$ cat config.mk
export PLATFORM = sky130hd
export DESIGN_NAME = multicycle_controller
export DESIGN_NICKNAME = d
export VERILOG_FILES = /design/src/rtl/multicycle_controller.sv
export SDC_FILE = /design/constraint.sdc
export NUM_CORES = 1
export LEC_CHECK = 0
export ABC_AREA = 1
export CORE_MARGIN = 2
export CORE_UTILIZATION = 50
export CTS_BUF_LIST = sky130_fd_sc_hd__clkbuf_4
export DETAILED_ROUTE_END_ITERATION = 12
export PLACE_DENSITY = 0.81
export SYNTH_ARGS = -nofsm -noshare
export SYNTH_HDL_FRONTEND = slang
export SYNTH_SLANG_ARGS = --single-unit
$ cat constraint.sdc
create_clock -name clk -period 3.3 [get_ports clk]
set_input_delay 0.825 -clock clk [delete_from_list [all_inputs] [get_ports clk]]
set_output_delay 0.825 -clock clk [all_outputs]
set_load 0.005 [all_outputs]
$ cat src/rtl/multicycle_controller.sv
// ----------------------------------------------------------------------------
// multicycle_controller
//   Main control FSM of the multicycle RV32I core. It sequences the shared ALU,
//   the register file and the unified instruction/data memory port over several
//   cycles per instruction (lw, sw, R-type, I-type ALU, beq, jal). It waits on a
//   req/ready memory handshake, traps on illegal instructions and on memory
//   accesses that never complete, and counts retired instructions.
//
// Parameters
//   MAX_WAIT   cycles an access may wait for mem_ready before trapping (1..255)
//   INSTRET_W  width of the retired-instruction counter
//
// Ports
//   clk, reset                 rising-edge clock, synchronous active-high reset
//   opcode/funct3/funct7b5     instruction fields from the instruction register
//   zero                       ALU zero flag (beq outcome)
//   mem_ready                  memory completes the current access this cycle
//   mem_req/mem_write/adr_src  memory request, store qualifier, address select
//   IR_write/PC_write/reg_write  architectural state strobes
//   result_src/ALU_src_A/ALU_src_B/imm_src/ALU_control  datapath selects
//   error/err_cause            sticky trap flag and its cause (01 illegal, 10 timeout)
//   instret                    retired-instruction count, wraps modulo 2^INSTRET_W
// ----------------------------------------------------------------------------
module multicycle_controller #(
  parameter int unsigned MAX_WAIT  = 255,
  parameter int unsigned INSTRET_W = 32
) (
  input  logic                 clk,
  input  logic                 reset,
  input  logic [6:0]           opcode,
  input  logic [2:0]           funct3,
  input  logic                 funct7b5,
  input  logic                 zero,
  input  logic                 mem_ready,
  output logic                 mem_req,
  output logic                 mem_write,
  output logic                 adr_src,
  output logic                 IR_write,
  output logic                 PC_write,
  output logic                 reg_write,
  output logic [1:0]           result_src,
  output logic [1:0]           ALU_src_A,
  output logic [1:0]           ALU_src_B,
  output logic [1:0]           imm_src,
  output logic [3:0]           ALU_control,
  output logic                 error,
  output logic [1:0]           err_cause,
  output logic [INSTRET_W-1:0] instret
);

  localparam logic [6:0] OP_LW  = 7'b0000011;
  localparam logic [6:0] OP_SW  = 7'b0100011;
  localparam logic [6:0] OP_R   = 7'b0110011;
  localparam logic [6:0] OP_I   = 7'b0010011;
  localparam logic [6:0] OP_BEQ = 7'b1100011;
  localparam logic [6:0] OP_JAL = 7'b1101111;

  localparam logic [3:0] ALU_ADD = 4'b0000;
  localparam logic [3:0] ALU_SUB = 4'b0001;
  localparam logic [3:0] ALU_AND = 4'b0010;
  localparam logic [3:0] ALU_OR  = 4'b0011;
  localparam logic [3:0] ALU_SLT = 4'b0101;

  localparam logic [1:0] CAUSE_ILLEGAL = 2'b01;
  localparam logic [1:0] CAUSE_TIMEOUT = 2'b10;

  // Last wait count before the access is declared dead.
  localparam logic [7:0] WAIT_LAST = 8'(MAX_WAIT - 1);

  localparam logic [INSTRET_W-1:0] INSTRET_ONE = {{(INSTRET_W-1){1'b0}}, 1'b1};

  typedef enum logic [3:0] {
    S_FETCH, S_DECODE, S_MEMADR, S_MEMREAD, S_MEMWB, S_MEMWRITE,
    S_EXECR, S_EXECI, S_ALUWB, S_BEQ, S_JAL, S_ERR
  } state_t;

  state_t                 state_q, state_d;
  logic [7:0]             wait_cnt_q, wait_cnt_d;
  logic [INSTRET_W-1:0]   instret_q, instret_d;
  logic                   error_q, error_d;
  logic [1:0]             err_cause_q, err_cause_d;

  logic                   timeout;
  logic [1:0]             imm_dec;

  function automatic logic funct3_legal(input logic [2:0] f3);
    return (f3 == 3'b000) || (f3 == 3'b010) || (f3 == 3'b110) || (f3 == 3'b111);
  endfunction

  function automatic logic [3:0] alu_decode(input logic [2:0] f3, input logic use_sub);
    logic [3:0] code;
    case (f3)
      3'b000:  code = use_sub ? ALU_SUB : ALU_ADD;
      3'b010:  code = ALU_SLT;
      3'b110:  code = ALU_OR;
      3'b111:  code = ALU_AND;
      default: code = ALU_ADD;
    endcase
    return code;
  endfunction

  assign timeout = (wait_cnt_q == WAIT_LAST) && !mem_ready;

  // The immediate format follows the instruction, so the extender is already
  // right for MEMADR and EXECI as well as for the target computed in DECODE.
  always_comb begin
    case (opcode)
      OP_SW:   imm_dec = 2'b01;
      OP_BEQ:  imm_dec = 2'b10;
      OP_JAL:  imm_dec = 2'b11;
      default: imm_dec = 2'b00;
    endcase
  end

  always_comb begin
    state_d     = state_q;
    wait_cnt_d  = wait_cnt_q;
    instret_d   = instret_q;
    error_d     = error_q;
    err_cause_d = err_cause_q;
    mem_req     = 1'b0;
    mem_write   = 1'b0;
    adr_src     = 1'b0;
    IR_write    = 1'b0;
    PC_write    = 1'b0;
    reg_write   = 1'b0;
    result_src  = 2'b00;
    ALU_src_A   = 2'b00;
    ALU_src_B   = 2'b00;
    imm_src     = imm_dec;
    ALU_control = ALU_ADD;

    case (state_q)
      S_FETCH: begin
        mem_req = 1'b1;
        if (mem_ready) begin
          // PC <= PC + 4 while the instruction is captured.
          IR_write   = 1'b1;
          PC_write   = 1'b1;
          ALU_src_B  = 2'b10;
          result_src = 2'b10;
          state_d    = S_DECODE;
        end else if (timeout) begin
          state_d     = S_ERR;
          err_cause_d = CAUSE_TIMEOUT;
        end
      end
      S_DECODE: begin
        // Branch/jump target (old PC + imm) lands in ALUOut.
        ALU_src_A = 2'b01;
        ALU_src_B = 2'b01;
        case (opcode)
          OP_LW, OP_SW: state_d = S_MEMADR;
          OP_R:         state_d = S_EXECR;
          OP_I:         state_d = S_EXECI;
          OP_BEQ:       state_d = S_BEQ;
          OP_JAL:       state_d = S_JAL;
          default: begin
            state_d     = S_ERR;
            err_cause_d = CAUSE_ILLEGAL;
          end
        endcase
      end
      S_MEMADR: begin
        ALU_src_A = 2'b10;
        ALU_src_B = 2'b01;
        state_d   = (opcode == OP_SW) ? S_MEMWRITE : S_MEMREAD;
      end
      S_MEMREAD: begin
        mem_req = 1'b1;
        adr_src = 1'b1;
        if (mem_ready) begin
          state_d = S_MEMWB;
        end else if (timeout) begin
          state_d     = S_ERR;
          err_cause_d = CAUSE_TIMEOUT;
        end
      end
      S_MEMWB: begin
        result_src = 2'b01;
        reg_write  = 1'b1;
        state_d    = S_FETCH;
      end
      S_MEMWRITE: begin
        mem_req   = 1'b1;
        mem_write = 1'b1;
        adr_src   = 1'b1;
        if (mem_ready) begin
          state_d = S_FETCH;
        end else if (timeout) begin
          state_d     = S_ERR;
          err_cause_d = CAUSE_TIMEOUT;
        end
      end
      S_EXECR, S_EXECI: begin
        ALU_src_A = 2'b10;
        ALU_src_B = (state_q == S_EXECR) ? 2'b00 : 2'b01;
        // funct7b5 selects sub only for register-register ops; for addi it is
        // part of the immediate.
        ALU_control = alu_decode(funct3, (state_q == S_EXECR) && funct7b5);
        if (funct3_legal(funct3)) begin
          state_d = S_ALUWB;
        end else begin
          state_d     = S_ERR;
          err_cause_d = CAUSE_ILLEGAL;
        end
      end
      S_ALUWB: begin
        reg_write = 1'b1;
        state_d   = S_FETCH;
      end
      S_BEQ: begin
        ALU_src_A   = 2'b10;
        ALU_control = ALU_SUB;
        PC_write    = zero;
        state_d     = S_FETCH;
      end
      S_JAL: begin
        // PC <= target from ALUOut while the ALU forms old PC + 4 for rd.
        ALU_src_A = 2'b01;
        ALU_src_B = 2'b10;
        PC_write  = 1'b1;
        state_d   = S_ALUWB;
      end
      S_ERR: begin
        state_d = S_ERR;
      end
      default: begin
        state_d = S_FETCH;
      end
    endcase

    if (state_d == S_ERR) begin
      error_d = 1'b1;
    end

    // A state change always starts a fresh wait window; only stalled
    // accesses (which hold their state) accumulate.
    if (state_d != state_q) begin
      wait_cnt_d = 8'd0;
    end else if (mem_req && !mem_ready) begin
      wait_cnt_d = wait_cnt_q + 8'd1;
    end

    if ((state_d == S_FETCH) &&
        ((state_q == S_MEMWB) || (state_q == S_MEMWRITE) ||
         (state_q == S_ALUWB) || (state_q == S_BEQ))) begin
      instret_d = instret_q + INSTRET_ONE;
    end

    // Reset wins over any access in flight: nothing is requested or written.
    if (reset) begin
      mem_req     = 1'b0;
      mem_write   = 1'b0;
      adr_src     = 1'b0;
      IR_write    = 1'b0;
      PC_write    = 1'b0;
      reg_write   = 1'b0;
      result_src  = 2'b00;
      ALU_src_A   = 2'b00;
      ALU_src_B   = 2'b00;
      imm_src     = 2'b00;
      ALU_control = ALU_ADD;
    end
  end

  always_ff @(posedge clk) begin
    if (reset) begin
      state_q     <= S_FETCH;
      wait_cnt_q  <= 8'd0;
      instret_q   <= '0;
      error_q     <= 1'b0;
      err_cause_q <= 2'b00;
    end else begin
      state_q     <= state_d;
      wait_cnt_q  <= wait_cnt_d;
      instret_q   <= instret_d;
      error_q     <= error_d;
      err_cause_q <= err_cause_d;
    end
  end

  assign error     = error_q;
  assign err_cause = err_cause_q;
  assign instret   = instret_q;

endmodule

**After elaboration in Yosys (flattened, before gate mapping)**

Cells that the tools add are included.

- Bits in registers: 47
- Bits of input ports: 15
- Output and inout port bits: 53
- Word-level logic and storage cells: 100

- Add/subtract/negate cells: 2
- Equality and inequality tests: 27
- Muxes and demuxes: 40
- Reduce and logical (&&, ||, !) cells: 26

Operators by type and width:

| operator | number |
|---|---|
| $add 32x1->32 const B | 1 |
| $pmux 4 s8 | 1 |
| $eq 4x4->1 const B | 5 |
| $mux 2 | 10 |
| $mux 4 | 5 |
| $pmux 4 s5 | 1 |
| $eq 4x3->1 const B | 4 |
| $eq 7x6->1 const B | 2 |
| $eq 7x7->1 const B | 2 |
| $mux 1 | 14 |
| $reduce_or 2->1 | 7 |
| $pmux 2 s3 | 2 |
| $pmux 3 s4 | 1 |
| $add 8x1->8 const B | 1 |
| $eq 4x2->1 const B | 2 |
| $eq 8x8->1 const B | 1 |
| $logic_not 4->1 | 2 |
| $pmux 2 s2 | 2 |
| $pmux 2 s4 | 1 |
| $eq 7x2->1 const B | 1 |
| $eq 7x5->1 const B | 1 |
| $eq 3x3->1 const B | 2 |
| $logic_or 1x1->1 | 6 |
| $ne 2x2->1 const B | 3 |
| other kinds (15) | 18 |

**Logic depth before layout (Yosys ltp)**

Gate-level depths: netlist of the first run.

- Depth after elaboration: 8
- Depth in mapped cells: 15
- Mapped depth without buffers: 15

**Least setup slack after synthesis of the first run**

Ideal clock, no wire load.

- Path type: input port to output port
- Start: input port reset
- End: output port ALU_control[2]
- Arrival time: 1.661 ns
- Required time: 2.475 ns
- Setup slack: 0.814 ns
- Stages on the path: 5
- Buffers on the path: 2
- Cells stage by stage: clkbuf_1 -> inv_1 -> clkbuf_1 -> nand2_1 -> nor4_1

- Cells in the longest elaborated chain, start to end: 1

Ends and longest elaborated chain:

| what | line | source |
|---|---|---|
| start: declaration | 29 | `input logic reset,` |
| $mux 4 | 252 | `if (reset) begin` |
| end: declaration | 45 | `output logic [3:0] ALU_control,` |

No other way between the ends.

**Worst setup path in the final report of the first run**

- Start: input port opcode[6]
- End: output port imm_src[1]

- Cells in the longest elaborated chain, start to end: 3
- Elaborated cells between the ends (all ways): 5
- Those cells by class: eq/ne: 3; mux: 2

Ends and longest elaborated chain:

| what | line | source |
|---|---|---|
| start: declaration | 30 | `input logic [6:0] opcode,` |
| $eq 7x7->1 / $eq 7x6->1 (equally long branches) | 107 | `case (opcode)` |
| $pmux 2 s3 (*) | 107 |  |
| $mux 2 (*) | 252 |  |
| end: declaration | 44 | `output logic [1:0] imm_src,` |

Mark *: on every way between the ends. The rest lies on a longest branch, timed or not.

==> metrics.txt, run 1 <==
status=completed; yosys warns=0; hpwl dp=7.23 mm; Mapped Cells=561; Hold Fails Final Rpt=0; fin crit share=97.9%; Layout Cells excl Fill=roughly 700; starting density of the core=51.4%; combinational share of power=58.2%; Longest Clk Path Bufs=2; Sw Pwr=1.08 mW; worst min path class=reg2reg; Post-synth ARST share=0%; Worst Path Max Fanout=4; gpl congestion=roughly 1; Via-to-Cell Ratio=5.46; PD cells=518 nW/um^2; worst slew pin tran=512 ps; slowest stage cell, crit path=clkdlybuf4s50_1; MaxCap Viol Count=0; total CTS buffers=5; crit start category=primary input; Max stage delay on crit path=530 ps; Req. time, crit path=2470 ps; Cell variety after synth=36; CTS tree=yes; Leakage=1.59 nW; DR iter-0 viols=235; total setup buffers inserted after CTS=0; first-pass GRT wire length=16.1 mm; Die Span X=87.3 microns; crit path cell chain=clkdlybuf4s50_1 > inv_2 > nor2_2 > nand2_1 > nand2_1 > inv_1 > nor2_1 > clkdlybuf4s50_1; total die area=7630 sq um; Mapped Nets=579; die span in y=just under 90 microns; internal power=1.11 mW; maximum VDD drop=around 0.54 mV; R2R depth=8; mean routed wirelength per cell=13.7 microns; Post-Place Cell Area=4160 sq um; Row Count=30; Design Area, Final=4230 sq um; CP Capture Type=output port; Avg Cell Area, Syn=between 6 and 7 sq um; ANT nets after route=0; post-synthesis sequential element count=47; clock power share=12.2%; total global routing overflow=0; Post-synth EDFFs=0; Reg clk slew, reported paths=130 ps; DRC=0; Rel. slew slack=65.6%; Inst Count DP=694; vias in the first global route=3,400; via count=3,834; Crit Path Category=in2out; commonest non-fill, non-tap cell in the layout=nand2_1; sequential fraction of design power=between 20% and 30%; Worst Skew=approximately 10 ps; Port Buffer Count=66; clock root cell=clkbuf_4; Synth Cell Area=about 3500 sq um; H-Tree Depth=2; nets@finish=between 600 and 700; Post-Route WL=9.65 mm; layout cells sized above 1=under 10%; Ports=68; top_reg_cell synth=dfxtp_1; Area growth syn-to-layout=21.8%; initial antenna violation count=0; # setup viols final=0; Diodes inserted=0; fmax=roughly 310 MHz; CORE AREA=between 6000 and 7000 sq um; 1st-pass router iterations=5; commonest non-fill, non-tap cells in the layout=nand2_1, nor2_1, clkdlybuf4s50_1; Clock Latency Late Sink=~350 ps; number of cells on the worst hold path=2; Net Sw Frac=49.4%; register area share after synthesis=27.1%; Slew Limit Fails=0; min Tclk post-route=roughly 3200 ps; largest net degree at the start of global routing=45; CTS Sinks=47; CP Data Arrival Time=2410 ps; Total Routing Usage GR=25.6%
-- area by class of cell --
class                   instances  area, sq um
fillers                       664         2530
multi-input cells             431         2170
flip-flops and latches         47          941
repair buffers                 73          731
inverters                      63          236
well taps                      80          100
clock buffers                   6         45.0
clock inverters                 2         7.51
-- metrics by stage --
step	utilization [%]	worst slack [ps]	power (mW)	hold WS, ps	setup TNS, ps
floorplan	-	814	1.61	455	0
global placement	61.5	117	1.90	449	0
detailed placement	61.5	55.5	1.92	458	0
CTS	62.3	51.9	2.18	479	0
global route	62.6	-17.7	2.35	500	-17.7
finish	62.6	69.6	2.19	483	0
-- critical path, delay by kind of cell --
kind / cells / cell delay (ps)
AND/OR/NAND/NOR: 4 / 420
buffers and inverters: 4 / 1170
-- path summary, 6_finish.rpt --
check / start / endpoint / slack, ps
max: opcode[6] / imm_src[1] / 70
min: err_cause[0] / err_cause[0] / 480
max reg2reg: instret[0] / instret[30] / 990
min reg2reg: err_cause[0] / err_cause[0] / 480
-- Yosys cell counts (all sizes together) (6+ instances only) --
master	number	area [sq um]
a21oi	44	224
buf	14	118
clkbuf	6	22.5
dfxtp	47	941
inv	62	233
nand2	167	639
nand3	31	185
nand3b	6	45.0
nand4	41	272
nor2	76	317
nor3	20	105
o21ai	7	35.0
xnor2	9	78.8
xor2	17	149
-- repair_timing --
| action | CTS | global route |
|---|---|---|
| hold buffers | 0 | 0 |
| resized for setup | 0 | 8 |
| setup endpoints to repair | 0 | 3 |
-- logic make-up (layout without fill, tap and decap cells) --
family,after synthesis,after routing,synth area share [%]
other,1,1,0.108
AO/OA/AOI/OAI,59,59,9.12
flip-flops,47,47,27.1
buffers and inverters,83,144,10.8
AND/OR/NAND/NOR,342,342,45.2
XOR/XNOR,26,26,6.56
adder cells (fa/ha/maj),3,3,1.08
-- state kept, by name, indices dropped and copies added, names as in the netlist --
name / flops
wait_cnt_q: 8
instret: 32
state_q: 4
err_cause: 2
error: 1
-- power by group through the flow --
stage | clock network [mW] | registers [mW] | logic, mW
2_1_floorplan | 0 | 0.645 | 0.969
3_3_place_gp | 0 | 0.661 | 1.24
3_5_place_dp | 0 | 0.662 | 1.25
4_1_cts | 0.279 | 0.649 | 1.26
5_1_grt | 0.298 | 0.656 | 1.40
6_report | 0.267 | 0.650 | 1.27
-- routing by layer --
metal,up-vias,part of all wire [%],track usage [%],wire [microns]
li1,1942,-,-,-
met1,1756,46,36.2,4470
met2,132,48,41.8,4630
met3,4,5.2,2.94,503
met4,0,0.43,5.03,41
met5,-,0,0,0
Power figures use the tool's default switching activity.
==> run 2, diff against run 1 <==
--- a/config.mk
+++ b/config.mk
@@ -9,5 +9,4 @@
 export CORE_MARGIN = 2
 export CORE_UTILIZATION = 50
-export CTS_BUF_LIST = sky130_fd_sc_hd__clkbuf_4
 export DETAILED_ROUTE_END_ITERATION = 12
 export PLACE_DENSITY = 0.81
==> constraint.sdc (replaced) <==
create_clock -name clk -period 3.3 [get_ports clk]
set_input_delay 0.825 -clock clk [delete_from_list [all_inputs] [get_ports clk]]
set_output_delay 0.825 -clock clk [all_outputs]
set_load 0.1 [all_outputs]
==> run 2 against run 1 <==
Net effect:
- via count hardly changed
- highest routed layer unchanged
- critical path type unchanged
- sequential power about the same
- largest cell class unchanged
- maximum frequency up 5.2%
- flip-flop and latch count is the same
==> metrics.txt, run 2 (synthesized netlist as in run 1, its figures left out) <==
status=completed; via count=3,837; GR Util met2=44.3%; Area growth syn-to-layout=25.2%; hold_buf cts=0; Total Routing Usage GR=around a quarter; ANT nets after route=0; Worst Path Max Fanout=3; die span in y=87.3 microns; Post-CTS Resized=0; CP Data Arrival Time=2250 ps; CORE AREA=6760 sq um; Reg clk slew, reported paths=~90 ps; Buf/Inv on CP=4; mean routed wirelength per cell=13.9 microns; total die area=7630 sq um; CTS Sinks=between 40 and 50; RSZ-0062 raised after global routing=false; Port Buffer Count=66; DRC=0; worst min path class=reg2reg; Ports=68; Post-Route Setup TNS=0 ps; total global routing overflow=0; Worst Skew=around 12 ps; Slew Limit Fails=0; Longest Clk Path Bufs=2; Post-Route WL=about 9.8 mm; largest net degree at the start of global routing=45; fmax=326 MHz; Max stage delay on crit path=approximately 450 ps; FF-to-FF setup slack=between 900 and 1000 ps; commonest non-fill, non-tap cells in the layout=nand2_1, nor2_1, inv_1; met3 Use GR=4.08%; Die Span X=87.3 microns; maximum VDD drop=0.695 mV; gpl congestion=0.955; R2R Path End=instret[30]; Pwr Total=2.73 mW; Via-to-Cell Ratio=5.47; worst slew pin tran=569 ps; Rel. slew slack=61.7%; first-pass GRT wire length=16.4 mm; fin crit share=between 90% and 100%; Top Usage Layer GRT=met2; total CTS buffers=5; commonest non-fill, non-tap cell in the layout=nand2_1; Clock Latency Late Sink=between 300 and 400 ps; Req. time, crit path=2470 ps; slowest stage cell, crit path=clkdlybuf4s50_1; total setup buffers inserted after CTS=0; clock root cell=clkbuf_8; Row Count=30; vias in the first global route=3,553; R2R depth=8; r2r startpoint=instret[0]; initial antenna violation count=0; crit path cell chain=clkdlybuf4s50_1 > nand2_1 > inv_1 > nand2_1 > nor2_1 > inv_1 > a21oi_1 > buf_12; met1 Use GR=a little over a third; nets@finish=639; # setup viols final=0; Setup crit end=imm_src[0]; Diodes inserted=0; min Tclk post-route=3070 ps; Leakage=1.74 nW; WHS=478 ps; CTS tree=yes; CP Capture Type=output port; Worst Setup SP=opcode[1]; layout cells sized above 1=about 14%; starting density of the core=51.4%; H-Tree Depth=2; max FFs per register=32; crit start category=primary input; Top delay family on crit path=buffers and inverters; 1st-pass router iterations=5; Hold Fails Final Rpt=0; DR iter-0 viols=257; MaxCap Viol Count=0; hpwl dp=7.42 mm; Crit Path Category=in2out; PD cells=628 nW/um^2; Core Util, Final=approximately 64%; Stages on worst setup path=8
[run 2: worst register-to-register path: cells and delay by family (launching register included)]
kind	cells	cell delay (ps)
xor gates and xnor gates	1	170
AOI/OAI and AO/OA	1	160
and+or+nand+nor	5	1150
adders and majority gates	1	300
DFF	1	480
[run 2: metal layers]
metal  vias to the layer above  share of wire (%)  wire length (microns)
met5                         -                  0                      0
met4                         0               0.95                     93
met3                        10                4.8                    466
met2                       112                 48                   4640
met1                      1763                 47                   4550
li1                       1952                  -                      -
[run 2: worst min path at each step]
stage	to	cells after the start	from	slack [ps]
CTS	err_cause[0]	2	err_cause[0]	480
finish	err_cause[0]	2	err_cause[0]	480
global route	error	2	error	500
detailed placement	error	2	error	460
floorplan	wait_cnt_q[4]	3	wait_cnt_q[4]	510
global placement	err_cause[0]	2	err_cause[0]	450
[run 2: metrics by stage]
stage / instance area [sq um] / std cells / setup slack [ps]
after CTS: 4350 / 702 / 224
after global placement: 4260 / 694 / 242
after global routing: 4350 / 702 / 112
final: 4350 / 702 / 229
after detailed placement: 4260 / 694 / 228
after floorplan: 3510 / 561 / -201
[run 2: area by class of cell]
class                   instances  area [sq um]
clock buffers                   7          76.3
clock inverters                 1          5.00
fillers                       632          2410
inverters                      63           236
multi-input cells             431          2190
flip-flops and latches         47           941
well taps                      80           100
repair buffers                 73           796
[run 2: power breakdown]
group	switching (mW)	total (mW)	internal (mW)
clock	0.196	0.345	0.149
sequential	0.0457	0.649	0.603
combinational	1.26	1.73	0.472
total	1.50	2.73	1.22
==> run 3, diff against run 2 <==
Settings changed: CTS_CLUSTER_SIZE from default to 12.
==> results of run 3 <==
Same layout as run 2: the final DEF is identical, and so are final timing and power.
